`config.mk`:
```
export PLATFORM = sky130hd
export DESIGN_NAME = wisc_run_ctrl
export DESIGN_NICKNAME = d
export VERILOG_FILES = /design/src/rtl/wisc_pkg.sv /design/src/rtl/wisc_stall_mon.sv /design/src/rtl/wisc_run_ctrl.sv
export SDC_FILE = /design/constraint.sdc
export NUM_CORES = 1
export LEC_CHECK = 0
export CAP_MARGIN = 20
export CORE_MARGIN = 8
export CORE_UTILIZATION = 38
export CTS_CLUSTER_DIAMETER = 150
export DETAILED_ROUTE_END_ITERATION = 7
export GPL_ROUTABILITY_DRIVEN = 0
export PLACE_DENSITY = 0.64
export SETUP_SLACK_MARGIN = 0.05
export SLEW_MARGIN = 20
export SYNTH_ARGS = -nofsm -noshare
export SYNTH_HDL_FRONTEND = slang
export SYNTH_SLANG_ARGS = --single-unit
```
`constraint.sdc`:
```
create_clock -name clk -period 2.2 [get_ports clk]
set_clock_uncertainty 0.05 [all_clocks]
set_input_delay 0.44 -clock clk [delete_from_list [all_inputs] [get_ports clk]]
set_output_delay 0.44 -clock clk [all_outputs]
set_load 0.02 [all_outputs]
```
`src/rtl/wisc_pkg.sv`:
```
// Shared definitions for the WISC-S15 run-control block: FSM states and the
// per-core reset-release helper.
package wisc_pkg;

    typedef enum logic [2:0] {
        S_IDLE  = 3'd0,
        S_RESET = 3'd1,
        S_RUN   = 3'd2,
        S_DONE  = 3'd3,
        S_FAIL  = 3'd4
    } state_e;

    // Number of release-counter cycles core <core> stays in reset.
    function automatic int rel_limit(input int rst_cycles, input int stagger, input int core);
        return rst_cycles + core * stagger;
    endfunction

endpackage

```
`src/rtl/wisc_stall_mon.sv`:
```
// Per-core stalled-PC detector: counts consecutive cycles with an unchanged,
// un-halted PC while enabled and flags the cycle the run reaches the limit.
module wisc_stall_mon #(
    parameter int PC_W        = 16,
    parameter int STALL_LIMIT = 16
) (
    input  logic            clk,
    input  logic            rst,
    input  logic            en,
    input  logic            halt,
    input  logic [PC_W-1:0] pc,
    output logic            stalled
);

    localparam int CW = $clog2(STALL_LIMIT);

    logic [PC_W-1:0] last_pc_q, last_pc_d;
    logic [CW-1:0]   cnt_q, cnt_d;
    logic            same;

    always_comb begin
        same      = en && !halt && (pc == last_pc_q);
        last_pc_d = pc;
        cnt_d     = same ? cnt_q + 1'b1 : '0;
        // Fires on the cycle the counter would reach STALL_LIMIT-1.
        stalled   = same && (cnt_q == CW'(STALL_LIMIT - 2));
    end

    always_ff @(posedge clk) begin
        if (rst) begin
            last_pc_q <= '0;
            cnt_q     <= '0;
        end else begin
            last_pc_q <= last_pc_d;
            cnt_q     <= cnt_d;
        end
    end

endmodule

```
`src/rtl/wisc_run_ctrl.sv`:
```
// Run control for WISC-S15 cores: staggered reset release, run-cycle counting,
// and run termination on all-halted, timeout or stalled PC.
module wisc_run_ctrl
    import wisc_pkg::*;
#(
    parameter int NUM_CORES   = 2,
    parameter int PC_W        = 16,
    parameter int RST_CYCLES  = 2,
    parameter int STAGGER     = 1,
    parameter int TIMEOUT     = 250,
    parameter int STALL_LIMIT = 16,
    parameter int CNT_W       = 16
) (
    input  logic                      clk,
    input  logic                      rst,
    input  logic                      start,
    input  logic [NUM_CORES-1:0]      halt_in,
    input  logic [NUM_CORES*PC_W-1:0] pc_in,
    output logic [NUM_CORES-1:0]      core_rst,
    output logic                      running,
    output logic                      done,
    output logic                      timeout,
    output logic                      stall_err,
    output logic [$clog2(NUM_CORES):0] stall_core,
    output logic [NUM_CORES-1:0]      halted_mask,
    output logic [CNT_W-1:0]          cycle_count
);

    localparam int REL_MAX = rel_limit(RST_CYCLES, STAGGER, NUM_CORES - 1);
    localparam int REL_W   = $clog2(REL_MAX + 1);
    localparam int SC_W    = $clog2(NUM_CORES) + 1;

    // state   | meaning
    // IDLE    | after rst, cores held in reset, waiting for start
    // RESET   | release counter running, cores released one by one
    // RUN     | cores executing, cycle/halt/stall monitoring active
    // DONE    | all cores halted, cores frozen in reset
    // FAIL    | timeout or stall, cores frozen in reset
    state_e               state_q, state_d;
    logic [REL_W-1:0]     rel_cnt_q, rel_cnt_d, rel_next;
    logic [NUM_CORES-1:0] core_rst_q, core_rst_d;
    logic [NUM_CORES-1:0] halted_mask_q, halted_mask_d;
    logic [CNT_W-1:0]     cycle_count_q, cycle_count_d;
    logic                 done_q, done_d, timeout_q, timeout_d, stall_err_q, stall_err_d;
    logic [SC_W-1:0]      stall_core_q, stall_core_d, stall_idx;
    logic [NUM_CORES-1:0] stalled;
    logic                 run_en, all_halted;

    assign run_en = (state_q == S_RUN);

    for (genvar g = 0; g < NUM_CORES; g++) begin : g_mon
        wisc_stall_mon #(
            .PC_W        (PC_W),
            .STALL_LIMIT (STALL_LIMIT)
        ) u_mon (
            .clk     (clk),
            .rst     (rst),
            .en      (run_en),
            .halt    (halt_in[g]),
            .pc      (pc_in[g*PC_W +: PC_W]),
            .stalled (stalled[g])
        );
    end

    always_comb begin
        state_d       = state_q;
        rel_cnt_d     = rel_cnt_q;
        core_rst_d    = core_rst_q;
        halted_mask_d = halted_mask_q;
        cycle_count_d = cycle_count_q;
        done_d        = done_q;
        timeout_d     = timeout_q;
        stall_err_d   = stall_err_q;
        stall_core_d  = stall_core_q;
        rel_next      = rel_cnt_q + 1'b1;
        all_halted    = &(halted_mask_q | halt_in);
        stall_idx     = '0;
        for (int i = NUM_CORES - 1; i >= 0; i--) begin
            if (stalled[i]) stall_idx = SC_W'(i);
        end

        case (state_q)
            S_IDLE, S_DONE, S_FAIL: begin
                core_rst_d = '1;
                if (start) begin
                    state_d       = S_RESET;
                    rel_cnt_d     = '0;
                    done_d        = 1'b0;
                    timeout_d     = 1'b0;
                    stall_err_d   = 1'b0;
                    stall_core_d  = '0;
                    halted_mask_d = '0;
                end
            end
            S_RESET: begin
                rel_cnt_d = rel_next;
                for (int i = 0; i < NUM_CORES; i++) begin
                    core_rst_d[i] = (int'(rel_next) < rel_limit(RST_CYCLES, STAGGER, i));
                end
                if (int'(rel_next) >= REL_MAX) begin
                    state_d       = S_RUN;
                    cycle_count_d = '0;
                end
            end
            S_RUN: begin
                cycle_count_d = cycle_count_q + 1'b1;
                halted_mask_d = halted_mask_q | halt_in;
                // Exit priority: all halted, then timeout, then stall.
                if (all_halted) begin
                    state_d    = S_DONE;
                    done_d     = 1'b1;
                    core_rst_d = '1;
                end else if (cycle_count_q == CNT_W'(TIMEOUT - 1)) begin
                    state_d    = S_FAIL;
                    timeout_d  = 1'b1;
                    core_rst_d = '1;
                end else if (|stalled) begin
                    state_d      = S_FAIL;
                    stall_err_d  = 1'b1;
                    stall_core_d = stall_idx;
                    core_rst_d   = '1;
                end
            end
            default: begin
                state_d    = S_IDLE;
                core_rst_d = '1;
            end
        endcase
    end

    always_ff @(posedge clk) begin
        if (rst) begin
            state_q       <= S_IDLE;
            rel_cnt_q     <= '0;
            core_rst_q    <= '1;
            halted_mask_q <= '0;
            cycle_count_q <= '0;
            done_q        <= 1'b0;
            timeout_q     <= 1'b0;
            stall_err_q   <= 1'b0;
            stall_core_q  <= '0;
        end else begin
            state_q       <= state_d;
            rel_cnt_q     <= rel_cnt_d;
            core_rst_q    <= core_rst_d;
            halted_mask_q <= halted_mask_d;
            cycle_count_q <= cycle_count_d;
            done_q        <= done_d;
            timeout_q     <= timeout_d;
            stall_err_q   <= stall_err_d;
            stall_core_q  <= stall_core_d;
        end
    end

    assign core_rst    = core_rst_q;
    assign running     = run_en;
    assign done        = done_q;
    assign timeout     = timeout_q;
    assign stall_err   = stall_err_q;
    assign stall_core  = stall_core_q;
    assign halted_mask = halted_mask_q;
    assign cycle_count = cycle_count_q;

endmodule

```
==> summary.txt, run 1 <==
Max VDD drop = 347 µV
Die height = 106 µm
Post-synth EDFFs = 0
Seq/Total Area, Yosys = 44.8%
R2R cell count = 7
HPWL Detailed = 5320 µm
Via/cell ratio = 4.98
Slowest stage delay, CP = 0.47 ns
Netlist cell types = 58
Met2 usage = 22.3%
WP data arrival = 2.30 ns
Placed Area = 3930 µm²
Ys flop type = dfxtp_1
Die area = 11300 µm²
Hold Buf Count CTS = 0
Critical Path RT = 2.42 ns
Post-DR wirelength/cell = 14.0 µm
# fillers = 752
CP Capture Type = flop
Ranking of synthesized cells by area = dfxtp_1 45%, xor2_1 6.0%, nor2_1 5.6%
Vias = 2629
Final WL = 7370 µm
Most frequent cells in the layout = 69 x dfxtp_1, 55 x clkdlybuf4s50_1, 45 x nor2_1
Initial Util = 38.3%
Clock transition at path regs = 0.07 ns
Worst min-delay path startpoint = pc_in[22]
Commonest non-fill, non-tap cell in the layout = dfxtp_1
Number of core rows = 33
Worst reg2reg endpoint = state_q[2]
CTS tree = done
I/O Buffers = 61
R2r startpoint = state_q[2]
#FFs+latches synth = 69
Hold Path End = g_mon[1].u_mon.last_pc_q[6]
Initial drt markers = 111
Startpoint Class = input port
Hold crit path type = input port to flop
Inserted Diodes = 0
Clock root cell = clkbuf_8
Global-route wire length before repair = 12200 µm
Cell area after layout = 4210 µm²
DRC = 0
Leakage = 1.66 nW
Synthesized Nets = 379
Area Overhead vs Synth = 36.5%
Ys Warns = 0
Tcrit/Tclk final = 94.7%
Initial antenna violation count = 0
Max-cap violations = 0
Crit path cell chain = clkdlybuf4s50_1 -> inv_2 -> a222oi_1 -> nand4_4 -> o32ai_4 -> o21bai_2 -> a211oi_2
RSZ-0062 raised after global routing = yes
Pin count of the biggest net entering global routing = 38
CORE AREA = 8050 µm²
Synthesized cell area = 3080 µm²
Clock buffer depth = 2
Yosys top cell by area = dfxtp_1
Buf/Inv on CP = 2
P per Cell Area = 676 nW/µm²
Worst-Skew Late Latency = 0.34 ns
Final setup viols = 0
TritonCTS Buffers = 9
Clock Sinks = 69
Final hold vios = 0
Hold Path Depth = 2
Reg2Reg Setup Slack = 0.12 ns
Layout cells sized above 1 = 14.7%
Crit path max-delay cell type = clkdlybuf4s50_1
Crit Path Class = input port to flop
Synth Instances = 335
Final antenna-violating net count = 0
Drt pass-1 iters = 4
Vias in the first global route = 2604
I/O Pins = 63
Area share of the largest cell type after synthesis = 44.8%
CP max FO = 5
Max Transition Viols Final = 0
Total GRT Usage = 13.4%
Syn_area_per_cell = 9.20 µm²
Outcome = finished clean
Total chip power = 0.00284 W
Chip Width = 106 µm
Congestion Overflow GR = 0
CP delay by family, top = compound AO/OA/AOI/OAI gates
Met3 Usage GRT = 3.09%
Fmax = 480 MHz
H-tree levels = 3
Gr busiest metal = met2
Asr flop ratio synth = 0%
Total Nets Final = 462
Final min period = 2.08 ns
Met1 Use GR = 15.8%
## per-stage QoR
stage	worst slack (ns)	util (%)	cells	hold WS, ns	TNS [ns]
2_1_floorplan	0.255	-	335	0.380	0
3_3_place_gp	-0.314	48.8	512	0.393	-2.66
3_5_place_dp	-0.358	48.8	512	0.411	-2.99
4_1_cts	0.0398	51.5	528	0.428	0
5_1_grt	0.00254	52.3	528	0.321	0
6_report	0.116	52.3	528	0.314	0
## cell families (layout without fill, tap and decap cells)
logic type      after synthesis  count (layout)  synth area share [%]
simple gates                145             145                  25.8
flops                        69              69                  44.8
compound gates               54              54                  13.9
buf+inv                      31             119                  4.34
xor+xnor                     24              24                  6.82
fa+ha+maj                     7               7                  2.84
mux                           4               4                  1.38
other cells                   1               1                 0.122
## final cells by class
| type | instances | area, µm² | share of cell area (%) |
|---|---|---|---|
| Timing Repair Buffer | 84 | 791 | 18.8 |
| Clock buffer | 13 | 169 | 4.01 |
| Clock inverter | 3 | 42.5 | 1.01 |
| Sequential cell | 69 | 1380 | 32.8 |
| Multi-Input combinational cell | 235 | 1620 | 38.5 |
| Tap cell | 105 | 131 | 3.12 |
| Inverter | 19 | 71.3 | 1.69 |
## metal layers
layer  part of all wire, %  wire, µm
met1                    45      3290
met2                    48      3560
met3                   4.9       359
met4                   2.1       157
met5                     0         0
## power by group
| part | internal [W] | total, W | switching [W] |
|---|---|---|---|
| clock network | 0.000615 | 0.00108 | 0.000467 |
| registers | 0.00130 | 0.00133 | 0.0000270 |
| logic | 0.000216 | 0.000431 | 0.000215 |
| total | 0.00214 | 0.00284 | 0.000709 |
## worst max-delay path by stage
| stage | start | to | slack, ns | cells past startpoint |
|---|---|---|---|---|
| 6_report | pc_in[23] | state_q[2] | 0.12 | 7 |
| 5_1_grt | state_q[2] | state_q[2] | 0.003 | 7 |
| 4_1_cts | state_q[2] | running | 0.04 | 4 |
| 3_5_place_dp | pc_in[20] | state_q[2] | -0.36 | 7 |
| 3_3_place_gp | pc_in[20] | state_q[1] | -0.31 | 7 |
| 2_1_floorplan | state_q[0] | state_q[2] | 0.26 | 8 |
## repair_timing
item / 4_1_cts / 5_1_grt
setup buffers: 0 / 0
pin swaps: 3 / 7
setup endpoints to repair: 7 / 12
gates resized for setup: 2 / 18
endpoints found under the hold margin: 0 / 0
## cell usage after synthesis, drive strengths merged (3+ instances only)
master,number
dfxtp,69
nor2,46
nor2b,27
xor2,21
inv,19
nand2,11
nand3,11
nand4,9
o21ai,9
a21oi,8
nand2b,8
clkbuf,7
ha,7
nor3,7
a22oi,5
buf,5
nor4,5
a311oi,4
o21a,4
and2,3
and3,3
and4,3
o22ai,3
or2,3
xnor2,3
## state kept, by name, summed over array words and instances (netlist names)
| register | flops |
|---|---|
| g_mon.u_mon.last_pc_q | 32 |
| stall_core | 1 |
| halted_mask | 2 |
| rel_cnt_q | 2 |
| timeout | 1 |
| stall_err | 1 |
| cycle_count | 16 |
| g_mon.u_mon.cnt_q | 8 |
| state_q | 3 |
| done | 1 |
| core_rst | 2 |
Note: power is estimated with default switching activity, not from simulation.
==> run 2, diff against run 1 <==
--- a/config.mk
+++ b/config.mk
@@ -13,7 +13,6 @@
 export GPL_ROUTABILITY_DRIVEN = 0
 export PLACE_DENSITY = 0.64
 export SETUP_SLACK_MARGIN = 0.05
-export SLEW_MARGIN = 20
 export SYNTH_ARGS = -nofsm -noshare
 export SYNTH_HDL_FRONTEND = slang
 export SYNTH_SLANG_ARGS = --single-unit
==> results of run 2 <==
The final DEF is identical to that of run 1; final timing and power are the same.
